--- config.mk ---
export PLATFORM = sky130hd
export DESIGN_NAME = bp_me_cache_dma_to_cce
export DESIGN_NICKNAME = d
export VERILOG_FILES = /design/src/rtl/bp_me_cache_dma_to_cce_pkg.sv /design/src/rtl/bp_me_cache_dma_to_cce_sipo.sv /design/src/rtl/bp_me_cache_dma_to_cce.sv
export SDC_FILE = /design/constraint.sdc
export NUM_CORES = 1
export LEC_CHECK = 0
export CAP_MARGIN = 20
export CELL_PAD_IN_SITES_DETAIL_PLACEMENT = 1
export CELL_PAD_IN_SITES_GLOBAL_PLACEMENT = 2
export CORE_AREA = 2 2 510 512
export DETAILED_ROUTE_END_ITERATION = 8
export DIE_AREA = 0 0 512 514
export DONT_BUFFER_PORTS = 1
export PLACE_DENSITY_LB_ADDON = 0.1
export SETUP_SLACK_MARGIN = 0.15
export SYNTH_ARGS = -nofsm -noshare
export SYNTH_HDL_FRONTEND = slang
export SYNTH_HIERARCHICAL = 1
export SYNTH_SLANG_ARGS = --single-unit
--- constraint.sdc ---
create_clock -name clk_i -period 37.2 [get_ports clk_i]
set_input_delay 7.44 -clock clk_i [delete_from_list [all_inputs] [get_ports clk_i]]
set_output_delay 7.44 -clock clk_i [all_outputs]
set_load 0.05 [all_outputs]
--- src/rtl/bp_me_cache_dma_to_cce_pkg.sv ---
// Shared types for the cache-DMA to BedRock mem adapter: config widths, DMA packet, mem message.
package bp_me_cache_dma_to_cce_pkg;

   localparam int unsigned paddr_width_gp        = 40;
   localparam int unsigned cce_block_width_gp    = 512;
   localparam int unsigned dword_width_gp        = 64;
   localparam int unsigned lce_id_width_gp       = 4;
   localparam int unsigned beats_gp              = cce_block_width_gp / dword_width_gp;
   localparam int unsigned beat_cnt_width_gp     = (beats_gp > 1) ? $clog2(beats_gp) : 1;
   localparam int unsigned block_offset_width_gp = $clog2(cce_block_width_gp / 8);

   typedef enum logic [3:0] {
      e_bedrock_mem_rd    = 4'd0,
      e_bedrock_mem_wr    = 4'd1,
      e_bedrock_mem_uc_rd = 4'd2,
      e_bedrock_mem_uc_wr = 4'd3,
      e_bedrock_mem_pre   = 4'd4,
      e_bedrock_mem_amo   = 4'd5
   } bp_bedrock_mem_type_e;

   typedef enum logic [2:0] {
      e_bedrock_msg_size_1   = 3'd0,
      e_bedrock_msg_size_2   = 3'd1,
      e_bedrock_msg_size_4   = 3'd2,
      e_bedrock_msg_size_8   = 3'd3,
      e_bedrock_msg_size_16  = 3'd4,
      e_bedrock_msg_size_32  = 3'd5,
      e_bedrock_msg_size_64  = 3'd6,
      e_bedrock_msg_size_128 = 3'd7
   } bp_bedrock_msg_size_e;

   typedef struct packed {
      logic                      write_not_read;
      logic [paddr_width_gp-1:0] addr;
   } bsg_cache_dma_pkt_s;

   localparam int unsigned dma_pkt_width_gp = $bits(bsg_cache_dma_pkt_s);

   typedef struct packed {
      logic [lce_id_width_gp-1:0] lce_id;
   } bp_bedrock_cce_mem_payload_s;

   typedef struct packed {
      bp_bedrock_cce_mem_payload_s payload;
      bp_bedrock_msg_size_e        size;
      logic [paddr_width_gp-1:0]   addr;
      bp_bedrock_mem_type_e        msg_type;
   } bp_bedrock_cce_mem_header_s;

   typedef struct packed {
      logic [cce_block_width_gp-1:0] data;
      bp_bedrock_cce_mem_header_s    header;
   } bp_bedrock_cce_mem_msg_s;

   localparam int unsigned mem_msg_width_gp = $bits(bp_bedrock_cce_mem_msg_s);

   // Clear the byte-offset bits so the address names the whole block.
   function automatic logic [paddr_width_gp-1:0] block_align(input logic [paddr_width_gp-1:0] addr);
      return addr & ~paddr_width_gp'((cce_block_width_gp / 8) - 1);
   endfunction

endpackage

--- src/rtl/bp_me_cache_dma_to_cce_sipo.sv ---
// Serial-in parallel-out collector: beat k lands in slice k, counter wraps after the last beat.
module bp_me_cache_dma_to_cce_sipo
   #(parameter int unsigned width_p = 64
   , parameter int unsigned els_p   = 8
   )
   (input  logic                           clk_i
   , input  logic                          reset_i
   , input  logic                          v_i
   , input  logic [width_p-1:0]            data_i
   , output logic [els_p-1:0][width_p-1:0] data_o
   , output logic                          last_o
   );

   localparam int unsigned cnt_width_lp = (els_p > 1) ? $clog2(els_p) : 1;

   logic [cnt_width_lp-1:0]         cnt_q;
   logic [els_p-1:0][width_p-1:0]   data_q;

   assign last_o = v_i && (cnt_q == cnt_width_lp'(els_p - 1));
   assign data_o = data_q;

   // Beat counter; a reset discards any partially collected block.
   always_ff @(posedge clk_i or posedge reset_i) begin
      if (reset_i)
         cnt_q <= '0;
      else if (v_i)
         cnt_q <= last_o ? '0 : cnt_q + cnt_width_lp'(1);
   end

   // Beat storage, deliberately not reset.
   always_ff @(posedge clk_i) begin
      if (v_i)
         data_q[cnt_q] <= data_i;
   end

endmodule

--- src/rtl/bp_me_cache_dma_to_cce.sv ---
// Adapter between bsg_cache DMA (beat-serial) and BedRock mem (block) interfaces, one transaction at a time.
module bp_me_cache_dma_to_cce
   import bp_me_cache_dma_to_cce_pkg::*;
   #(parameter logic [lce_id_width_gp-1:0] lce_id_p = '0)
   (input  logic                          clk_i
   , input  logic                         reset_i

   , input  logic [dma_pkt_width_gp-1:0]  dma_pkt_i
   , input  logic                         dma_pkt_v_i
   , output logic                         dma_pkt_yumi_o

   , output logic [dword_width_gp-1:0]    dma_data_o
   , output logic                         dma_data_v_o
   , input  logic                         dma_data_ready_i

   , input  logic [dword_width_gp-1:0]    dma_data_i
   , input  logic                         dma_data_v_i
   , output logic                         dma_data_yumi_o

   , output logic [mem_msg_width_gp-1:0]  mem_cmd_o
   , output logic                         mem_cmd_v_o
   , input  logic                         mem_cmd_ready_i

   , input  logic [mem_msg_width_gp-1:0]  mem_resp_i
   , input  logic                         mem_resp_v_i
   , output logic                         mem_resp_yumi_o
   );

   typedef enum logic [2:0] {
      e_idle       = 3'd0,
      e_wr_collect = 3'd1,
      e_cmd_send   = 3'd2,
      e_resp_wait  = 3'd3,
      e_rd_stream  = 3'd4
   } state_e;

   localparam bit beats_ok_lp = (beats_gp >= 1) && ((beats_gp & (beats_gp - 1)) == 0);

   bsg_cache_dma_pkt_s       dma_pkt;
   bp_bedrock_cce_mem_msg_s  mem_cmd;
   bp_bedrock_cce_mem_msg_s  mem_resp;

   state_e                                   state_q;
   logic                                     wnr_q;
   logic [paddr_width_gp-1:0]                addr_q;
   logic [beat_cnt_width_gp-1:0]             rd_cnt_q;
   logic [beats_gp-1:0][dword_width_gp-1:0]  rd_block_q;

   logic                                     evict_v;
   logic                                     evict_last;
   logic [beats_gp-1:0][dword_width_gp-1:0]  evict_block;

   assign dma_pkt  = dma_pkt_i;
   assign mem_resp = mem_resp_i;

   // Handshake strobes; all forced low while reset is asserted.
   assign dma_pkt_yumi_o  = ~reset_i & (state_q == e_idle) & dma_pkt_v_i;
   assign evict_v         = ~reset_i & (state_q == e_wr_collect) & dma_data_v_i;
   assign dma_data_yumi_o = evict_v;
   assign mem_resp_yumi_o = ~reset_i & (state_q == e_resp_wait) & mem_resp_v_i;

   assign mem_cmd_v_o  = (state_q == e_cmd_send);
   assign dma_data_v_o = (state_q == e_rd_stream);
   assign dma_data_o   = rd_block_q[rd_cnt_q];

   // Evict beats are gathered into a full block ahead of the write command.
   bp_me_cache_dma_to_cce_sipo
      #(.width_p(dword_width_gp)
       ,.els_p  (beats_gp)
       )
      evict_sipo
       (.clk_i  (clk_i)
       ,.reset_i(reset_i)
       ,.v_i    (evict_v)
       ,.data_i (dma_data_i)
       ,.data_o (evict_block)
       ,.last_o (evict_last)
       );

   // Command is built purely from latched state, so it holds steady while valid.
   always_comb begin
      mem_cmd                        = '0;
      mem_cmd.header.msg_type        = wnr_q ? e_bedrock_mem_wr : e_bedrock_mem_rd;
      mem_cmd.header.addr            = addr_q;
      mem_cmd.header.size            = e_bedrock_msg_size_64;
      mem_cmd.header.payload.lce_id  = lce_id_p;
      mem_cmd.data                   = wnr_q ? cce_block_width_gp'(evict_block) : '0;
   end
   assign mem_cmd_o = mem_cmd;

   // Transaction sequencer: accept, collect, send, await response, stream fill.
   always_ff @(posedge clk_i or posedge reset_i) begin
      if (reset_i) begin
         state_q  <= e_idle;
         wnr_q    <= 1'b0;
         addr_q   <= '0;
         rd_cnt_q <= '0;
      end else begin
         case (state_q)
            e_idle: begin
               if (dma_pkt_v_i) begin
                  wnr_q   <= dma_pkt.write_not_read;
                  addr_q  <= block_align(dma_pkt.addr);
                  state_q <= dma_pkt.write_not_read ? e_wr_collect : e_cmd_send;
               end
            end
            e_wr_collect: begin
               if (evict_last)
                  state_q <= e_cmd_send;
            end
            e_cmd_send: begin
               if (mem_cmd_ready_i)
                  state_q <= e_resp_wait;
            end
            e_resp_wait: begin
               if (mem_resp_v_i)
                  state_q <= wnr_q ? e_idle : e_rd_stream;
            end
            e_rd_stream: begin
               if (dma_data_ready_i) begin
                  if (rd_cnt_q == beat_cnt_width_gp'(beats_gp - 1)) begin
                     rd_cnt_q <= '0;
                     state_q  <= e_idle;
                  end else begin
                     rd_cnt_q <= rd_cnt_q + beat_cnt_width_gp'(1);
                  end
               end
            end
            default: state_q <= e_idle;
         endcase
      end
   end

   // Fill block captured from the read response, deliberately not reset.
   always_ff @(posedge clk_i) begin
      if ((state_q == e_resp_wait) && mem_resp_v_i && !wnr_q)
         rd_block_q <= mem_resp.data;
   end

   // Response header fields are only consulted by the checks below.
   logic unused_resp_hdr;
   assign unused_resp_hdr = ^mem_resp.header;

   // A consumed response must answer the command that was issued.
   assert property (@(posedge clk_i) disable iff (reset_i)
      mem_resp_yumi_o |-> (mem_resp.header.msg_type == mem_cmd.header.msg_type));
   assert property (@(posedge clk_i) disable iff (reset_i)
      mem_resp_yumi_o |-> (mem_resp.header.addr == addr_q));
   assert property (@(posedge clk_i) beats_ok_lp);

endmodule

### Word-level counts from Yosys, hierarchy flattened

Cells that the tools add are included.

| word-level totals | value |
|---|---|
| output and inout port bits | 632 |
| input bits | 675 |
| bits in registers | 1068 |
| logic and storage cells | 72 |

| operators by class | value |
|---|---|
| magnitude comparators | 3 |
| add/sub/neg operators | 2 |
| muxes and demuxes | 18 |
| reduce and logical (&&, ||, !) cells | 9 |
| bitwise logic cells | 7 |
| equality and inequality tests | 12 |

Operator list:

| cell | count |
|---|---|
| 512-bit bitwise mux | 1 |
| 512-bit two-way mux | 1 |
| 64-bit binary-select mux with 3-bit select | 1 |
| 64-bit demux with 3-bit select | 1 |
| 64-bit two-way mux | 2 |
| 3-bit two-way mux | 9 |
| 3-bit case mux with 5 select lines | 1 |
| 3-bit == test (second input constant) | 3 |
| 3-bit by 4-bit < comparator with 1-bit output (second input constant) | 2 |
| 2-bit by 1-bit != test with 1-bit output (second input constant) | 4 |
| 3-bit by 1-bit adder with 3-bit output (second input constant) | 2 |
| 1-bit AND | 6 |
| 3-bit by 2-bit == test with 1-bit output (second input constant) | 2 |
| 6-bit AND reduction | 1 |
| 1-bit logical AND | 4 |
| 2-bit != test (second input constant) | 2 |
| 2-bit AND reduction | 2 |
| 3-bit by 1-bit == test with 1-bit output (second input constant) | 1 |
| 3-bit by 1-bit greater-or-equal comparator with 1-bit output (second input constant) | 1 |
| 3-bit logical NOT | 1 |
| 2-bit two-way mux | 1 |
| 1-bit logical NOT | 1 |
| 1-bit two-way mux | 1 |
| 1-bit NOT | 1 |

### Logic depth before layout (Yosys ltp)

Gate-level depths: netlist of run 1.

| depth | value |
|---|---|
| word-level depth | 6 |
| gate-level depth with buffers | 6 |
| mapped depth without buffers | 5 |

### Modules after synthesis

The synthesis of run 1 kept the hierarchy.

By module, submodules not included:

| module | area each (um2) | times used | sequential area each (um2) | cells each |
|---|---|---|---|---|
| bp_me_cache_dma_to_cce | 24444.7 | 1 | 16400.7 | 1436 |
| bp_me_cache_dma_to_cce_sipo | 15601.2 | 1 | 15449.8 | 540 |

### Least setup slack after synthesis of run 1

No wires, ideal clock.

| timing path | value |
|---|---|
| path type | input-to-reg |
| from | input port mem_resp_v_i |
| to | register rd_block_q[0] in the netlist's numbering, enable pin |
| arrival | 28.760 ns |
| library setup time | 1.402 ns |
| buffers on the path | 0 |
| cell stages on the path | 2 |
| setup slack | 7.038 ns |
| data required time | 35.798 ns |
| cell sequence | nand4b_1 > nor2_1 |

| on the way | value |
|---|---|
| word-level cells in the longest chain between the ends | 2 |

RTL lines:

| what | RTL line | RTL |
|---|---|---|
| from (decl) | bp_me_cache_dma_to_cce.sv:25 | `, input logic mem_resp_v_i` |
| 1-bit logical AND (2 in series) | bp_me_cache_dma_to_cce.sv:136 | `if ((state_q == e_resp_wait) && mem_resp_v_i && !wnr_q)` |
| to (signal assigned) | bp_me_cache_dma_to_cce.sv:137 | `rd_block_q <= mem_resp.data;` |
| to (decl) | bp_me_cache_dma_to_cce.sv:47 | `logic [beats_gp-1:0][dword_width_gp-1:0] rd_block_q;` |

No other way between the ends.
A chain may end at the register's enable or synchronous reset.

### Final worst setup path of run 1

| timing path | value |
|---|---|
| from | input port dma_pkt_v_i |
| to | output port dma_pkt_yumi_o |

| on the way | value |
|---|---|
| word-level cells in the longest chain between the ends | 1 |

RTL lines:

| what | RTL line | RTL |
|---|---|---|
| from (decl) | bp_me_cache_dma_to_cce.sv:9 | `, input logic dma_pkt_v_i` |
| 1-bit AND | bp_me_cache_dma_to_cce.sv:57 | `assign dma_pkt_yumi_o = ~reset_i & (state_q == e_idle) & dma_pkt_v_i;` |
| to (decl) | bp_me_cache_dma_to_cce.sv:10 | `, output logic dma_pkt_yumi_o` |

No other way between the ends.

==> impl_metrics.env, run 1 <==
export IMPL_cts_num_sinks=1068
export IMPL_timing_max_cap_violations=0
export IMPL_core_area_sq_um=258000
export IMPL_area_sequential_sq_um=31900
export IMPL_final_period_minus_worst_setup_slack_ns=16.02
export IMPL_fp_dieH_microns=514
export IMPL_ys_seq_area_frac=0.795
export IMPL_detailedPlacementHpwl_microns=122000
export IMPL_data_arrival_time_at_the_worst_slack_endpoint_ns=8.58
export IMPL_drc=0
export IMPL_final_min_period_over_clock_period=0.431
export IMPL_synth_enable_flop_cells=1024
export IMPL_worst_margin_pin_slew_ns=1.07
export IMPL_die_width_microns=512
export IMPL_static_leakage_nw=14.8
export IMPL_r2r_setup_slk_ns=33.27
export IMPL_postCtsSetupRepairBufs=0
export IMPL_outcome="finished clean"
export IMPL_grt_overflow_total=0
export IMPL_std_cell_rows=187
export IMPL_area_growth_syn_to_layout_pct=21.9
export IMPL_placed_area_sq_um=44100
export IMPL_prevailing_post_synth_register_cell="edfxtp_1"
export IMPL_insertion_delay_ns=0.77
export IMPL_syn_inst=1976
export IMPL_final_design_area_no_fill_sq_um=48800
export IMPL_htreeDepth=4
export IMPL_route_final_wire_length_microns=165000
export IMPL_post_cts_resize_count=0
export IMPL_grt_start_max_net_pins=163
export IMPL_route_antenna_remaining_nets=0
export IMPL_synth_seq_cells=1068
export IMPL_detailroute_via_count=19400
export IMPL_yosysUniqueCellTypes=32
export IMPL_fin_tns_setup_ns=0
export IMPL_synth_top_family_by_area="multiplexers"
export IMPL_post_synthesis_mean_instance_area_sq_um=20.3
export IMPL_final_critical_path_setup_slack_ns=21.18
export IMPL_syn_cell_area_sq_um=40000
export IMPL_tritoncts_num_buffers=139
export IMPL_final_fill_count=27800
export IMPL_cts_max_path_buffers=3
export IMPL_holdWs_ns=0.578
export IMPL_cts_hold_buf=0
export IMPL_grt_pass1_vias=20700
export IMPL_drive_gt1_frac=0.223
export IMPL_setup_violations_final=0
export IMPL_max_clock_freq_ghz=0.0624
export IMPL_place_port_buffers=0
export IMPL_max_stage_delay_cell_worst_path="and2_1"
export IMPL_timing_final_hold_violations=0
export IMPL_critPathCaptureType="output pin"
export IMPL_drv_slew=0
export IMPL_worst_hold_path_type="reg2reg"
export IMPL_ctsRootBufferMaster="clkbuf_16"
export IMPL_antenna_found_initial=233
export IMPL_tritoncts="built"
export IMPL_clk_pin_slew_worst_paths_ns=0.05
export IMPL_top_level_ports=1307
export IMPL_vias_per_cell=3.45
export IMPL_drt_iter0_markers=1084
export IMPL_post_synth_mux_area_share=0.101
export IMPL_design_die_area_sq_um=263000
export IMPL_critical_path_cell_list="nor4b_4 > buf_4 > and2_1"
export IMPL_gp_congestion=0.770
export IMPL_synth_compound_gate_area_share=0.00156
export IMPL_crit_required_ns=29.76
export IMPL_post_route_core_utilization=0.189
export IMPL_max_slew_margin_rel=0.283
export IMPL_detailedRoute_firstPassIterationCount=4
export IMPL_synth_async_reset_ratio=0.0412
export IMPL_yosys_area_share_simple=0.0850
export IMPL_synth_xor_xnor_area_share=0
export IMPL_p_per_area_nw_per_um2=85.2
export IMPL_multi_input_area_sq_um=7700
export IMPL_grt_first_pass_wirelength_microns=213000
export IMPL_start_kind="input port"
export IMPL_max_stage_delay_ns=0.52
export IMPL_timing_setup_critical_path_class="in2out"
export IMPL_setup_repair_after_global_routing_missed_its_margin="false"
export IMPL_synth_adder_area_share=0.00125
export IMPL_post_drt_wl_per_cell_microns=29.3
export IMPL_synth_warning_count=6
export IMPL_post_placement_setup_slack_ns=21.12
export IMPL_worst_ir_drop_vdd_uv=40.7
export IMPL_nets=2735
export IMPL_groute_usage_overall=0.121
export IMPL_finClkSkew_ns=0.0528
export IMPL_initial_utilization=0.155
export IMPL_timing_critical_path_fanout_max=36
-- layout make-up --
type,count,share of cell area
Antenna cell,61,0.00313
Clock buffer,177,0.0752
Clock inverter,71,0.0162
Inverter,4,0.000308
Multi-Input combinational cell,803,0.158
Sequential cell,1068,0.653
Tap cell,3402,0.0872
Timing Repair Buffer,40,0.00738
-- Yosys cell counts (3+ instances only) --
cell | count | area (sq um)
nand2b_1 | 3 | 18.8
buf_4 | 22 | 165
buf_6 | 11 | 124
buf_2 | 13 | 65.1
nand2_1 | 5 | 18.8
mux4_2 | 128 | 2880
and2_1 | 514 | 3220
clkbuf_1 | 68 | 255
mux2_2 | 103 | 1160
edfxtp_1 | 1024 | 30700
inv_1 | 4 | 15.0
dfrtp_1 | 44 | 1100
a21oi_1 | 3 | 15.0
nor2_1 | 9 | 33.8
ha_1 | 4 | 50.1
-- power by group --
group	internal, W	switching, W
sequential	0.00145	0.000137
clock	0.000757	0.000565
combinational	0.000209	0.00104
-- state kept, by name, indices dropped and copies added, names as in the netlist --
register           count
evict_sipo/cnt_q       3
state_q                3
rd_cnt_q               3
rd_block_q           512
wnr_q                  1
addr_q                34
evict_sipo/data_o    512
-- kinds of logic after synthesis --
family | after synthesis
fa+ha+maj | 4
other cells | 2
mux | 231
compound gates | 9
buf+inv | 119
flops | 1068
simple gates | 543
-- per-stage QoR --
stage	cells	power [W]
after CTS	5562	0.00426
after global routing	5594	0.00432
after global placement	5314	0.00289
after detailed placement	5314	0.00290
after floorplan	1990	0.00269
final	5626	0.00416
-- path summary, 6_finish.rpt --
path,start,end,depth (start not counted)
worst max-delay path,dma_pkt_v_i,dma_pkt_yumi_o,3
worst min-delay path,evict_sipo/cnt_q[0]$_DFFE_PP0P_,evict_sipo/cnt_q[0]$_DFFE_PP0P_,2
worst max register to register,state_q[1]$_DFFE_PP0P_,rd_block_q[484]$_DFFE_PP_,4
worst min register to register,evict_sipo/cnt_q[0]$_DFFE_PP0P_,evict_sipo/cnt_q[0]$_DFFE_PP0P_,2
max in group asynchronous,reset_i,wnr_q$_DFFE_PP0P_,2
min in group asynchronous,reset_i,evict_sipo/cnt_q[1]$_DFFE_PP0P_,1
-- cell usage in the layout (no fill, tap or decap), drive strengths merged, types with 2 or more instances in the layout --
master / synthesis / layout
diode: 0 / 61
nand2: 6 / 6
mux4: 128 / 128
nor3b: 2 / 2
dfrtp: 44 / 44
clkinv: 0 / 57
mux2: 103 / 103
o22ai: 2 / 2
nor3: 2 / 2
edfxtp: 1024 / 1024
a21oi: 3 / 3
buf: 47 / 40
nor2: 9 / 9
conb: 2 / 16
and2: 514 / 514
bufinv: 0 / 7
ha: 4 / 4
clkbuf: 68 / 177
nand2b: 4 / 4
clkinvlp: 0 / 2
inv: 4 / 9
-- critical path: cells and delay by family --
family,cells,cell delay (ns)
and+or+nand+nor,2,0.67
buffers and inverters,1,0.44
-- metal layers --
metal	wire length (microns)	vias up	track usage
met2	82900	1163	0.215
met5	1230	-	0
met4	4310	194	0.0277
li1	-	7760	-
met3	22200	486	0.0817
met1	54500	9784	0.114
(Power assumes the default switching activity.)
==> inputs of run 2 (changes only) <==
Settings changed: CORE_AREA 2 2 510 512 to 2 2 511 513, DIE_AREA 0 0 512 514 to 0 0 513 515.
Clock period 37.2 ns to 13.2 ns, I/O delays scaled along.
==> impl_metrics.env, run 2 (synthesis gave the netlist of run 1 again) <==
export IMPL_insertion_delay_ns=0.79
export IMPL_detailedRoute_firstPassIterationCount=6
export IMPL_initial_utilization=0.155
export IMPL_nets=2730
export IMPL_tritoncts_num_buffers=140
export IMPL_grt_overflow_total=0
export IMPL_drt_iter0_markers=1066
export IMPL_final_design_area_no_fill_sq_um=48800
export IMPL_drc=0
export IMPL_mostFrequentLayoutCells="edfxtp_1, and2_1, clkbuf_16"
export IMPL_std_cell_rows=187
export IMPL_timing_max_cap_violations=0
export IMPL_place_port_buffers=0
export IMPL_post_drt_wl_per_cell_microns=28.8
export IMPL_htreeDepth=4
export IMPL_drv_slew=0
export IMPL_route_antenna_remaining_nets=0
export IMPL_start_kind="flip-flop"
export IMPL_critical_path_cell_list="buf_4 > buf_12 > mux4_2 > mux2_2"
export IMPL_detailroute_via_count=19200
export IMPL_design_die_area_sq_um=264000
export IMPL_p_per_area_nw_per_um2=241
export IMPL_drive_gt1_frac=0.222
export IMPL_postCtsSetupRepairBufs=0
export IMPL_critPathCaptureType="output pin"
export IMPL_final_fill_count=27900
export IMPL_timing_setup_critical_path_class="reg2out"
export IMPL_fin_tns_setup_ns=0
export IMPL_max_clock_freq_ghz=0.146
export IMPL_vias_per_cell=3.41
export IMPL_groute_usage_overall=0.118
export IMPL_worst_hold_path_type="reg2reg"
export IMPL_setup_repair_after_global_routing_missed_its_margin="false"
export IMPL_cts_hold_buf=0
export IMPL_grt_start_max_net_pins=157
export IMPL_worst_margin_pin_slew_ns=1.11
export IMPL_finClkSkew_ns=0.0457
export IMPL_holdWs_ns=0.563
export IMPL_grt_pass1_vias=20600
export IMPL_timing_critical_path_fanout_max=78
export IMPL_timing_final_hold_violations=0
export IMPL_grt_first_pass_wirelength_microns=210000
export IMPL_area_growth_syn_to_layout_pct=22.0
export IMPL_max_slew_margin_rel=0.260
export IMPL_detailedPlacementHpwl_microns=118000
export IMPL_outcome="finished clean"
export IMPL_gp_congestion=0.773
export IMPL_worst_ir_drop_vdd_uv=106
export IMPL_die_width_microns=513
export IMPL_data_arrival_time_at_the_worst_slack_endpoint_ns=4.19
export IMPL_route_final_wire_length_microns=162000
export IMPL_core_area_sq_um=259000
export IMPL_mostFrequentLayoutCell="edfxtp_1"
export IMPL_clk_pin_slew_worst_paths_ns=0.05
export IMPL_static_leakage_nw=14.8
export IMPL_ctsRootBufferMaster="clkbuf_16"
export IMPL_top_level_ports=1307
export IMPL_final_period_minus_worst_setup_slack_ns=6.83
export IMPL_cts_num_sinks=1068
export IMPL_post_cts_resize_count=0
export IMPL_placed_area_sq_um=44200
export IMPL_post_route_core_utilization=0.189
export IMPL_antenna_found_initial=217
export IMPL_cts_max_path_buffers=3
export IMPL_fp_dieH_microns=515
export IMPL_crit_required_ns=10.56
export IMPL_max_stage_delay_ns=0.74
export IMPL_tritoncts="built"
export IMPL_max_stage_delay_cell_worst_path="dfrtp_4"
export IMPL_setup_violations_final=0
export IMPL_final_min_period_over_clock_period=0.517
-- run 2: changes by cell type in the layout (fill, tap and decap cells not counted), sizes merged --
cell      before  now
inv            9   12
clkinvlp       2    3
clkinv        57   55
buf           40   34
clkbuf       177  178
bufinv         7    9
diode         61   56
-- run 2: metal layers --
layer  GRT usage  wire length, microns
met5           0                  1170
met4      0.0345                  4810
met3      0.0825                 23200
met2       0.198                 77100
met1       0.117                 55400
-- run 2: layout make-up --
class,instances,area [sq um],share of cell area
antenna,56,140,0.00287
clock buffer,178,3750,0.0768
clock inverter,75,787,0.0161
inverter,4,15.0,0.000307
multi-input combinational,803,7700,0.158
sequential,1068,31900,0.652
tap,3402,4260,0.0871
timing repair buffer,34,334,0.00684
-- run 2: path summary, 6_finish.rpt --
path                                                 startpoint                         endpoint  slack [ns]  cells past startpoint
min in group asynchronous                               reset_i  evict_sipo/cnt_q[2]$_DFFE_PP0P_        1.67                      1
worst min register to register  evict_sipo/cnt_q[0]$_DFFE_PP0P_  evict_sipo/cnt_q[0]$_DFFE_PP0P_        0.56                      2
worst max register to register                wnr_q$_DFFE_PP0P_        rd_block_q[402]$_DFFE_PP_        9.16                      5
worst max-delay path                    rd_cnt_q[1]$_DFFE_PP0P_                   dma_data_o[48]        6.37                      4
max in group asynchronous                               reset_i                wnr_q$_DFFE_PP0P_       10.78                      2
worst min-delay path            evict_sipo/cnt_q[0]$_DFFE_PP0P_  evict_sipo/cnt_q[0]$_DFFE_PP0P_        0.56                      2
-- run 2: stage by stage --
step                      std cells  power, W  setup slack (ns)
after CTS                      5563    0.0120              6.11
after global placement         5310   0.00812              6.77
after floorplan                1990   0.00745              2.32
final                          5620    0.0118              6.37
after global routing           5585    0.0122              6.01
after detailed placement       5310   0.00814              6.75
-- run 2: critical path, delay by kind of cell (launching register included) --
kind	cells	cell delay, ns
buf+inv	2	1.16
flops	1	0.74
mux	2	1.17
-- run 2: power by group --
group	leakage, nW	switching [W]	internal [W]
logic	2.80	0.00294	0.000584
clock network	2.20	0.00158	0.00220
registers	9.77	0.000385	0.00408
total	14.8	0.00490	0.00686
